===== src/rtl/instr_encoder.sv =====
// instr_encoder: packs symbolic MIPS operations into 32-bit words and streams
// them into instruction memory through a sequential write pointer.
module instr_encoder #(
  parameter int unsigned ADDR_W = 6,
  parameter int unsigned DEPTH  = 64,
  parameter int unsigned BASE   = 0
) (
  input  logic              clk,
  input  logic              reset,
  input  logic              clear,
  input  logic              in_valid,
  output logic              in_ready,
  input  logic [4:0]        in_mnem,
  input  logic [4:0]        in_rs,
  input  logic [4:0]        in_rt,
  input  logic [4:0]        in_rd,
  input  logic [25:0]       in_imm,
  output logic              mem_we,
  output logic [ADDR_W-1:0] mem_addr,
  output logic [31:0]       mem_wdata,
  output logic [ADDR_W:0]   count,
  output logic              full,
  output logic              err
);

  localparam int unsigned       CNT_W   = ADDR_W + 1;
  localparam logic [CNT_W-1:0]  DEPTH_C = CNT_W'(DEPTH);
  localparam logic [CNT_W-1:0]  LAST_C  = CNT_W'(DEPTH - 1);
  localparam logic [ADDR_W-1:0] BASE_C  = ADDR_W'(BASE);

  typedef enum logic [1:0] {
    S_IDLE  = 2'd0,
    S_WRITE = 2'd1,
    S_FULL  = 2'd2
  } state_e;

  state_e              state_q, state_d;
  logic                mem_we_q, mem_we_d;
  logic [ADDR_W-1:0]   mem_addr_q, mem_addr_d;
  logic [31:0]         mem_wdata_q, mem_wdata_d;
  logic [CNT_W-1:0]    count_q, count_d;
  logic                err_q, err_d;

  logic                accept_c;
  logic [31:0]         enc_word_c;
  logic                enc_ok_c;

  function automatic logic [31:0] r_type(input logic [4:0] rs, input logic [4:0] rt,
                                         input logic [4:0] rd, input logic [5:0] funct);
    return {6'h00, rs, rt, rd, 5'd0, funct};
  endfunction

  function automatic logic [31:0] i_type(input logic [5:0] op, input logic [4:0] rs,
                                         input logic [4:0] rt, input logic [15:0] imm);
    return {op, rs, rt, imm};
  endfunction

  function automatic logic [31:0] j_type(input logic [5:0] op, input logic [25:0] tgt);
    return {op, tgt};
  endfunction

  // Mnemonic-to-word encoder; table-forced zero fields override the inputs.
  always_comb begin
    enc_word_c = 32'h0;
    enc_ok_c   = 1'b1;
    unique case (in_mnem)
      5'd0:    enc_word_c = r_type(in_rs, in_rt, in_rd, 6'h21);
      5'd1:    enc_word_c = r_type(in_rs, in_rt, in_rd, 6'h23);
      5'd2:    enc_word_c = r_type(in_rs, in_rt, in_rd, 6'h24);
      5'd3:    enc_word_c = r_type(in_rs, in_rt, in_rd, 6'h25);
      5'd4:    enc_word_c = r_type(in_rs, in_rt, in_rd, 6'h2B);
      5'd5:    enc_word_c = r_type(in_rs, in_rt, 5'd0, 6'h19);
      5'd6:    enc_word_c = r_type(in_rs, in_rt, 5'd0, 6'h1B);
      5'd7:    enc_word_c = r_type(5'd0, 5'd0, in_rd, 6'h10);
      5'd8:    enc_word_c = r_type(5'd0, 5'd0, in_rd, 6'h12);
      5'd9:    enc_word_c = r_type(in_rs, 5'd0, 5'd0, 6'h08);
      5'd10:   enc_word_c = i_type(6'h23, in_rs, in_rt, in_imm[15:0]);
      5'd11:   enc_word_c = i_type(6'h2B, in_rs, in_rt, in_imm[15:0]);
      5'd12:   enc_word_c = i_type(6'h04, in_rs, in_rt, in_imm[15:0]);
      5'd13:   enc_word_c = i_type(6'h09, in_rs, in_rt, in_imm[15:0]);
      5'd14:   enc_word_c = i_type(6'h0F, 5'd0, in_rt, in_imm[15:0]);
      5'd15:   enc_word_c = i_type(6'h0D, in_rs, in_rt, in_imm[15:0]);
      5'd16:   enc_word_c = i_type(6'h01, in_rs, 5'd0, in_imm[15:0]);
      5'd17:   enc_word_c = j_type(6'h02, in_imm);
      5'd18:   enc_word_c = j_type(6'h03, in_imm);
      default: enc_ok_c   = 1'b0;
    endcase
  end

  // Handshake and output views; a pending write is suppressed while clear is high.
  assign mem_we    = mem_we_q & ~clear;
  assign in_ready  = (state_q != S_FULL) & ~clear & ~((count_q == LAST_C) & mem_we);
  assign accept_c  = in_valid & in_ready;
  assign mem_addr  = mem_addr_q;
  assign mem_wdata = mem_wdata_q;
  assign count     = count_q;
  assign full      = (count_q == DEPTH_C);
  assign err       = err_q;

  // Next-state: FSM, write strobe/data, pointer, counter and sticky error.
  always_comb begin
    state_d     = state_q;
    mem_we_d    = 1'b0;
    mem_addr_d  = mem_addr_q;
    mem_wdata_d = mem_wdata_q;
    count_d     = count_q;
    err_d       = err_q;

    if (clear) begin
      state_d    = S_IDLE;
      mem_addr_d = BASE_C;
      count_d    = '0;
      err_d      = 1'b0;
    end else begin
      // Completed write: bump the count; the pointer holds on the final slot.
      if (mem_we_q) begin
        count_d = count_q + CNT_W'(1);
        if (count_q != LAST_C) begin
          mem_addr_d = mem_addr_q + ADDR_W'(1);
        end
      end

      if (accept_c) begin
        if (enc_ok_c) begin
          mem_we_d    = 1'b1;
          mem_wdata_d = enc_word_c;
        end else begin
          err_d = 1'b1;
        end
      end

      unique case (state_q)
        S_IDLE:  if (accept_c) state_d = S_WRITE;
        S_WRITE: if (!accept_c) state_d = S_IDLE;
        S_FULL:  state_d = S_FULL;
        default: state_d = S_IDLE;
      endcase

      if (mem_we_q && (count_q == LAST_C)) begin
        state_d = S_FULL;
      end
    end
  end

  // State registers with asynchronous active-low reset.
  always_ff @(posedge clk or negedge reset) begin
    if (!reset) begin
      state_q     <= S_IDLE;
      mem_we_q    <= 1'b0;
      mem_addr_q  <= BASE_C;
      mem_wdata_q <= 32'h0;
      count_q     <= '0;
      err_q       <= 1'b0;
    end else begin
      state_q     <= state_d;
      mem_we_q    <= mem_we_d;
      mem_addr_q  <= mem_addr_d;
      mem_wdata_q <= mem_wdata_d;
      count_q     <= count_d;
      err_q       <= err_d;
    end
  end

endmodule


===== config.mk =====
export PLATFORM = sky130hd
export DESIGN_NAME = instr_encoder
export DESIGN_NICKNAME = d
export VERILOG_FILES = /design/src/rtl/instr_encoder.sv
export SDC_FILE = /design/constraint.sdc
export NUM_CORES = 1
export LEC_CHECK = 0
export ABC_AREA = 0
export CORE_ASPECT_RATIO = 2
export CORE_MARGIN = 1
export CORE_UTILIZATION = 35
export DETAILED_ROUTE_END_ITERATION = 7
export PLACE_DENSITY = 0.62
export SLEW_MARGIN = 20
export SYNTH_ARGS = -nofsm -noshare
export SYNTH_HDL_FRONTEND = slang
export SYNTH_SLANG_ARGS = --single-unit

===== constraint.sdc =====
create_clock -name clk -period 3.5 [get_ports clk]
set_input_delay 0.7 -clock clk [delete_from_list [all_inputs] [get_ports clk]]
set_output_delay 0.7 -clock clk [all_outputs]
set_load 0.005 [all_outputs]

==> summary.txt, run 1 <==
Run status
  • Status: completed

Route
  • Wirelength per Cell: 15.8 µm
  • Vias: 2301
  • DRC violations left: 0
  • Total wire length: 6.94 mm
  • Drt first-iter violations: 108
  • Antenna viol nets, final: 0
  • Detailed Routing Iterations Pass 1: 4
  • Via/cell ratio: around 5.3

Clock network
  • Setup repair bufs after CTS: 0
  • Max clock buf depth: 2
  • CTS tree: built
  • CTS Buf Count: 5
  • Clock root buffer: clkbuf_16
  • Sink Count: 48
  • H-tree depth: 2
  • Worst skew pair latency: between 200 and 300 ps
  • CTS Hold Bufs: 0
  • CTS clk-pin slew, worst paths: approximately 60 ps
  • PostCTS Resize Cnt: 0

Yosys
  • Net Count, Synth: 303
  • Cell Area, Synth: between 2000 and 3000 µm²
  • EDFF count, synth: 0
  • Top cell type's share of synthesized area: between 40 and 50%
  • Synth top area cells: dfrtp_1 (44%), mux2_4 (13%), a32o_1 (4.4%), mux2i_1 (2.9%), xor2_1 (2.2%)
  • Async set or reset register ratio after synthesis: 100%
  • Largest area contributor in the netlist: dfrtp_1
  • Synthesized flop and latch total: between 40 and 50
  • Sequential cell area fraction in the yosys report: 44.0%
  • Synth Flop Type: dfrtp_1
  • Most frequent cell after synthesis: dfrtp_1
  • YS warnings: 0
  • Syn_area_per_cell: 10.9 µm²
  • Most frequent cells after synthesis: dfrtp_1 (48), mux2_4 (23), nor2_1 (15)
  • Synth Instances: 250
  • Post-synth cell types: 53

Floorplan
  • Initial cell density of the core: 36.2%
  • # IOs: 99
  • Row count: 45
  • Chip height: 127 µm
  • Core area: 7540 µm²
  • Die ar.: 8180 µm²
  • Die width: approximately 64 µm

Layout
  • Fraction of layout cells with a size suffix above 1: ~13%
  • Final net count: between 300 and 400
  • Post-route cell area: 3910 µm²
  • Core Util, Final: 51.8%
  • ANT cells: 0
  • Area delta synth->final: 43.0%

Power and ir drop
  • Pleak: 1.73 nW
  • Combinational power share: 25.7%
  • Internal power: 1.16 mW
  • Psw: 0.375 mW
  • VDD IR-drop max: 0.272 mV
  • Pwr Density: 394 nW/µm²
  • Clock Power Share: 31.7%
  • Switching share of total power: about a quarter
  • Sequential group share of total power: 42.7%

Setup path
  • Slowest stage cell, crit path: clkdlybuf4s50_1
  • Worst setup EP type: output port
  • Worst path max stage delay: 460 ps
  • CP Cell Sequence: ha_1, nand4b_1, o22ai_1, nor2_1, clkdlybuf4s50_1
  • CP startpoint kind: flop
  • Crit path kind: flop to output port
  • Critical path buffer and inverter count: 1
  • CP delay by family, top: buffers and inverters
  • R2r setup slk: between 1000 and 1500 ps
  • Worst EP required: ~2800 ps
  • Max FO, Critical Path: 5
  • Arr. time, crit path: 2060 ps

GRT
  • Largest net degree at the start of global routing: 33
  • Gr usage total: 17.9%
  • First-pass GRT wire length: 11.4 mm
  • Congestion Overflow GR: 0
  • Initial antenna violation count: 0
  • Vias in the first global route: between 2000 and 2500

Placed design
  • DPL Wire Length: about 5.0 mm
  • Quantity of I/O buffers inserted on ports: 97
  • Gpl congestion: 0.865
  • DP Area: 3750 µm²

Run
  • Max-Cap Viols: 0

STA
  • Slew @ Worst Pin: 681 ps
  • Setup TNS: 0 ps
  • RSZ-0062 raised after global routing: no
  • Final hold violation count: 0
  • Final Slew Violations: 0
  • Peak Freq: 0.362 GHz
  • Setup violations, final: 0
  • Tightest hold margin: 431 ps
  • Relative slew slack: 54.1%
  • Period utilisation layout: 79.0%
  • Min Tclk post-route: ~2800 ps
  • Final setup skew: 3.33 ps

Worst hold path
  • Hold Path Class: flop to flop
==> power groups by stage <==
| stage | clock, mW | sequential (mW) | combinational (mW) |
|---|---|---|---|
| CTS | 0.503 | 0.656 | 0.402 |
| global route | 0.524 | 0.663 | 0.427 |
| global placement | 0 | 0.665 | 0.395 |
| floorplan | 0 | 0.665 | 0.172 |
| detailed placement | 0 | 0.663 | 0.400 |
| finish | 0.487 | 0.656 | 0.395 |
==> metrics by stage <==
stage,setup WS [ps],power (mW),std cells
floorplan,1420,0.837,250
global placement,737,1.06,430
detailed placement,746,1.06,430
CTS,692,1.56,438
global route,585,1.61,438
finish,735,1.54,438
==> layer usage <==
metal | vias up | GRT usage (%) | part of all wire (%)
li1 | 1086 | - | -
met1 | 1140 | 20.5 | 40
met2 | 66 | 31.2 | 53
met3 | 9 | 4.14 | 5.0
met4 | 0 | 7.45 | 2.1
met5 | - | 0 | 0
==> final cells by class <==
class	count	area (µm²)
Clock buffer	7	143
Clock inverter	1	7.51
Fill cell	732	3640
Inverter	15	56.3
Multi-Input combinational cell	169	1360
Sequential cell	48	1200
Tap cell	94	118
Timing Repair Buffer	104	1020
==> kinds of logic after synthesis <==
| group | share of synthesized area [%] |
|---|---|
| AND/OR/NAND/NOR | 12.2 |
| AO/OA/AOI/OAI | 16.8 |
| flip-flops | 44.0 |
| multiplexers | 16.4 |
| buffers and inverters | 6.14 |
| XOR/XNOR | 2.89 |
| adder cells (fa/ha/maj) | 1.38 |
| other | 0.137 |
==> final timing paths <==
path / startpoint / end / cells past startpoint
worst min-delay path: state_q[1] / state_q[0] / 1
worst max register to register: count[0] / mem_wdata[0] / 5
worst min register to register: state_q[1] / state_q[0] / 1
worst max-delay path: count[0] / in_ready / 5
max in group asynchronous: reset / count[1] / 2
min in group asynchronous: reset / mem_wdata[12] / 1
==> registers in the layout, indices dropped and copies added, names as in the netlist <==
register,cells
count,7
err,1
mem_addr,6
mem_wdata,31
mem_we_q,1
state_q,2
==> cells in the final DEF (no fill, tap or decap), types with 2 or more instances in the layout <==
master,n
nand3_1,6
and3_1,3
clkbuf_16,5
o21a_1,2
o32ai_1,2
xnor2_1,2
inv_1,14
or3_1,5
nand2b_1,4
buf_4,7
nand4_1,2
a32oi_1,2
a21oi_1,9
clkdlybuf4s50_1,96
nor2_1,15
a211o_1,2
a22o_1,5
dfrtp_1,48
ha_1,3
nor2b_1,5
nand2_1,13
o21ai_0,7
xor2_1,7
nor3_1,2
mux2_4,23
a211oi_1,2
mux2_2,2
a21boi_0,2
mux2i_1,8
a32o_1,12
o22ai_1,6
Power figures use the tool's default switching activity.
==> run 2, diff against run 1 <==
--- a/config.mk
+++ b/config.mk
@@ -10,7 +10,7 @@
 export CORE_MARGIN = 1
 export CORE_UTILIZATION = 35
 export DETAILED_ROUTE_END_ITERATION = 7
-export PLACE_DENSITY = 0.62
+export PLACE_DENSITY = 0.65
 export SLEW_MARGIN = 20
 export SYNTH_ARGS = -nofsm -noshare
 export SYNTH_HDL_FRONTEND = slang
==> constraint.sdc (replaced) <==
create_clock -name clk -period 2.3 [get_ports clk]
set_input_delay 0.46 -clock clk [delete_from_list [all_inputs] [get_ports clk]]
set_output_delay 0.46 -clock clk [all_outputs]
set_load 0.005 [all_outputs]
==> run 2 against run 1 <==
Setup slack worse by 610 ps. Via count is 0.22% lower. Register-to-register slack worse by 960 ps. Power is 59% higher. Clock skew is 3.2 ps higher. Clock power is 68% higher. Sequential power is 51% higher. Critical path type unchanged. Sequential share of layout area is 1.4 points lower.
==> summary.txt, run 2 (synthesis gave the netlist of run 1 again) <==
Run status
  • Status: completed

Setup path
  • Crit path kind: flop to output port
  • Worst setup EP type: output port
  • CP delay by family, top: buffers and inverters
  • Worst EP required: 1840 ps
  • CP Cell Sequence: nor4_1, and3_1, clkdlybuf4s50_1
  • Slowest stage cell, crit path: clkdlybuf4s50_1
  • R2r setup slk: 290 ps
  • Max FO, Critical Path: 7
  • CP startpoint kind: flop
  • Reg2reg end: mem_wdata[6]
  • Critical path buffer and inverter count: 1
  • Start of the worst register-to-register path: count[0]
  • Reg2Reg Depth: 7
  • Arr. time, crit path: 1710 ps
  • Worst path max stage delay: 490 ps

GRT
  • Gr usage total: roughly 18%
  • Largest net degree at the start of global routing: 28
  • Congestion Overflow GR: 0
  • Initial antenna violation count: 0
  • Vias in the first global route: 2335
  • First-pass GRT wire length: 11.4 mm

STA
  • RSZ-0062 raised after global routing: no
  • Period utilisation layout: 94.5%
  • Worst setup margin: 126 ps
  • Setup TNS: 0 ps
  • Relative slew slack: 48.2%
  • Peak Freq: 0.460 GHz
  • Slew @ Worst Pin: slightly below 800 ps
  • Final Slew Violations: 0
  • Tightest hold margin: 153 ps
  • Final setup skew: 6.48 ps
  • Min Tclk post-route: 2170 ps
  • Setup violations, final: 0
  • Final hold violation count: 0

Power and ir drop
  • Pwr Density: 597 nW/µm²
  • Sequential group share of total power: 40.6%
  • Combinational power share: 26.0%
  • VDD IR-drop max: 0.338 mV
  • Clock Power Share: 33.4%
  • Pleak: 1.85 nW
  • Internal power: 1.87 mW
  • Switching share of total power: between 20% and 30%
  • Psw: 0.573 mW

Floorplan
  • Core area: 7540 µm²
  • # IOs: 99
  • Initial cell density of the core: 36.2%
  • Row count: 45
  • Chip height: 127 µm
  • Die width: 64.5 µm
  • Die ar.: 8180 µm²

Layout
  • Final net count: about 420
  • Most common cell after layout, fill and taps aside: clkdlybuf4s50_1
  • Area delta synth->final: 49.9%
  • Register area: approximately 1200 µm²
  • Most frequent cells in the layout: clkdlybuf4s50_1 (95), dfrtp_1 (48), buf_4 (24)
  • Fill count: 698
  • Fraction of layout cells with a size suffix above 1: around 18%
  • Fin cells: around 460
  • Max reg flops: 31
  • ANT cells: 0
  • Multi-input logic area: 1360 µm²
  • Post-route cell area: 4090 µm²

Clock network
  • CTS Buf Count: 5
  • PostCTS Resize Cnt: 0
  • CTS clk-pin slew, worst paths: 60 ps
  • Setup repair bufs after CTS: 0
  • Worst skew pair latency: approximately 290 ps
  • Sink Count: 48
  • CTS Hold Bufs: 0
  • Max clock buf depth: 2
  • CTS tree: built
  • Clock root buffer: clkbuf_16
  • H-tree depth: 2

Route
  • Wirelength per Cell: 15.1 µm
  • Via/cell ratio: 5.02
  • DRC violations left: 0
  • Drt first-iter violations: 110
  • Detailed Routing Iterations Pass 1: 4
  • Antenna viol nets, final: 0
  • Vias: 2296
  • Total wire length: 6.92 mm

Placed design
  • Gpl congestion: 0.827
  • DPL Wire Length: ~5 mm
  • # placed instances: between 400 and 500
  • DP Worst Slack: -28.9 ps
  • DP Area: 3920 µm²
  • Quantity of I/O buffers inserted on ports: 97

Run
  • Max-Cap Viols: 0

Worst hold path
  • Hold Path Class: input port to async pin
-- run 2: power by group through the flow --
stage	registers, mW	logic (mW)	clock network [mW]
floorplan	1.01	0.262	0
global placement	1.01	0.631	0
detailed placement	1.01	0.639	0
CTS	0.994	0.641	0.838
global route	1.00	0.683	0.883
finish	0.993	0.634	0.816
-- run 2: layout make-up --
| type | count | area share, % |
|---|---|---|
| well taps | 94 | 2.87 |
| clock inverters | 2 | 0.856 |
| inverters | 15 | 1.38 |
| clock buffers | 6 | 3.15 |
| multi-input cells | 169 | 33.3 |
| flip-flops and latches | 48 | 29.4 |
| repair buffers | 123 | 29.1 |
-- run 2: worst max path at each step --
stage                     from            end  cells past startpoint
finish                count[2]           full                      3
floorplan           in_mnem[0]  mem_wdata[11]                      5
global route          count[2]           full                      3
global placement         clear   mem_wdata[6]                      5
CTS                   count[0]       in_ready                      5
detailed placement  in_mnem[1]   mem_wdata[6]                      5
-- run 2: worst reg2reg max path, cell delays in order (launching register included) --
cell      delay [ps]
dfrtp_1          350
ha_2             210
nand4b_1         130
o22ai_1          200
buf_4            170
a211o_4          410
buf_4            260
mux2i_1          200
-- run 2: per-layer routing --
layer  global-route usage (%)  vias to the layer above  wire, µm
li1                         -                     1129         -
met1                     20.3                     1081      2870
met2                     31.2                       71      3510
met3                     3.87                       15       313
met4                     9.28                        0       228
met5                        0                        -         0
-- run 2: stage by stage --
stage | utilization (%) | power, mW
2_1_floorplan | - | 1.27
6_report | 54.2 | 2.44
4_1_cts | 54.2 | 2.47
3_5_place_dp | 52.0 | 1.64
3_3_place_gp | 52.0 | 1.64
5_1_grt | 54.2 | 2.57
==> variant (settings of run 2) <==
`ADDR_W`: 6 -> 8.
--- a/src/rtl/instr_encoder.sv
+++ b/src/rtl/instr_encoder.sv
@@ -3,3 +3,3 @@
 module instr_encoder #(
-  parameter int unsigned ADDR_W = 6,
+  parameter int unsigned ADDR_W = 8,
   parameter int unsigned DEPTH  = 64,
Ports: changed (resized count and mem_addr); port bits go from 99 to 103. The function was not compared with the original's and may differ.
==> variant against run 2 <==
Sequential cell count increased by 4; synthesized area is 10% higher; routed wire length increased by 15%; clock skew about the same; final area grew 8.4%; via count rose by 12%; cell count up 7.7%; power increased by 1.9%; setup slack lost 0.030 ns; clock power down 5.1%; critical endpoint is now mem_we; largest cell class unchanged.
==> variant: results (changes against run 2) <==
GRT
  • Vias in the first global route: 2,705 (+16%)
  • Total global routing track utilization: 19.0% (+0.95 points)
  • Largest net degree at the start of global routing: 30 (+7.1%)
  • Antenna violations before repair: 0 (unchanged)
  • First-pass GRT wire length: 12,900 um (+14%)

Min path
  • Hold Path Class: in2async

Power and ir drop
  • Max VDD drop: 0.000386 V (+14%)
  • Pleak: 1.92 nW (+4.2%)

Setup path
  • Max stage delay cell, worst path: clkdlybuf4s50_1
  • RR Endpoint: mem_wdata[18]$_DFFE_PN0P_
  • Setup crit start: clear
  • Max incr delay on CP: 0.57 ns (+0.08 ns)
  • Max Fanout on Critical Path: 8 (+1)
  • CP delay by family, top: buffers and inverters
  • Arr. time, crit path: 1.74 ns (+0.03 ns)
  • FF-to-FF Start: count[0]$_DFFE_PN0P_
  • Crit path to: mem_we
  • FF-to-FF setup slack: 0.27 ns (-0.02 ns)

CTS
  • H-tree lvl count: 2 (unchanged)
  • Bufs on Longest Clock Path: 2 (unchanged)
  • CTS Buf Count: 5 (unchanged)
  • Clock Latency Late Sink: 0.29 ns (about the same)
  • CTS clock-pin slew for the worst setup and hold paths: 0.07 ns

Final layout
  • Nets: 446 (+7.5%)
  • Share of post-route cells with drive strength above 1: 19.3% (+1.7 points)

Place
  • Setup WS pre-CTS: -0.0125 ns (+0.0163 ns)
  • RePlAce Congestion: 0.915 (+11%)
  • Port bufs: 101 (+4.1%)
  • DP Wirelength: 6020 um (+17%)

Synthesis
  • Post-synthesis net count: 325 (+7.3%)
  • Top cells by count, synth: dfrtp_1, mux2_4, nor2_1
  • Top cells by area, synth: dfrtp_1, mux2_4, a32o_1, mux2i_1, nor2_1
  • Sequential share of the synthesized area: 43.3% (-0.68 points)
  • Synth unique cells: 58 (+9.4%)

Status
  • Status: complete, no violations

Routing
  • WL/cell: 16.1 um (+6.6%)
  • Initial DRC count: 114 (+3.6%)
  • Vias post-DR: 2,565 (+12%)

STA
  • Relative slew slack: 59.7% (+11 points)
  • Clk_skew: 0.00646 ns (-0.0000249 ns)
## variant: power by group
| group | switching (mW) | internal [mW] |
|---|---|---|
| Clock | 0.338 | 0.436 |
| Sequential | 0.0589 | 1.01 |
| Combinational | 0.219 | 0.426 |
| Total | 0.617 | 1.87 |
## variant: cell type report
cell class,instances,area (sq um)
Fill cell,740,3860
Multi-Input combinational cell,188,1510
Sequential cell,52,1300
Timing Repair Buffer,133,1300
Clock buffer,6,139
Tap cell,98,123
Inverter,13,48.8
Clock inverter,2,13.8
## variant: stage by stage
stage | util [%] | TNS [ns] | hold WS (ns) | std cells | area (sq um)
after detailed placement | 51.5 | -0.0219 | 0.463 | 483 | 4270
after CTS | 53.4 | 0 | 0.183 | 492 | 4430
after global routing | 53.5 | 0 | 0.211 | 492 | 4430
final | 53.5 | 0 | 0.163 | 492 | 4430
after floorplan | - | 0 | 0.164 | 272 | 3000
after global placement | 51.5 | 0 | 0.442 | 483 | 4270
## variant: logic make-up after synthesis
family,after synthesis,share of synthesized area (%)
mux,34,15.3
xor+xnor,14,4.08
buf+inv,32,6.62
other cells,1,0.125
compound gates,58,15.5
fa+ha+maj,3,1.25
flops,52,43.3
simple gates,78,13.8
## variant: per-layer routing
layer | wire [um] | global-route usage, % | part of all wire [%]
met5 | 0 | 0 | 0
met4 | 228 | 8.39 | 2.9
met3 | 376 | 3.88 | 4.7
met2 | 4240 | 32.3 | 53
met1 | 3090 | 21.9 | 39
## variant: how the worst min path moves through the flow
stage / startpoint / end / slack, ns / cells after the start
3_5_place_dp: state_q[1]$_DFFE_PN0P_ / state_q[0]$_DFFE_PN0P_ / 0.46 / 1
4_1_cts: reset / mem_wdata[26]$_DFFE_PN0P_ / 0.18 / 1
2_1_floorplan: reset / count[0]$_DFFE_PN0P_ / 0.16 / 0
3_3_place_gp: state_q[1]$_DFFE_PN0P_ / state_q[0]$_DFFE_PN0P_ / 0.44 / 1
6_report: reset / mem_wdata[26]$_DFFE_PN0P_ / 0.16 / 1
5_1_grt: reset / mem_wdata[26]$_DFFE_PN0P_ / 0.21 / 1
## variant: what timing repair did
| item | 4_1_cts | 5_1_grt |
|---|---|---|
| pin swaps | 0 | 0 |
| buffers inserted | 1 | 0 |
| resized for setup | 2 | 1 |
| endpoints found under the setup margin | 2 | 1 |
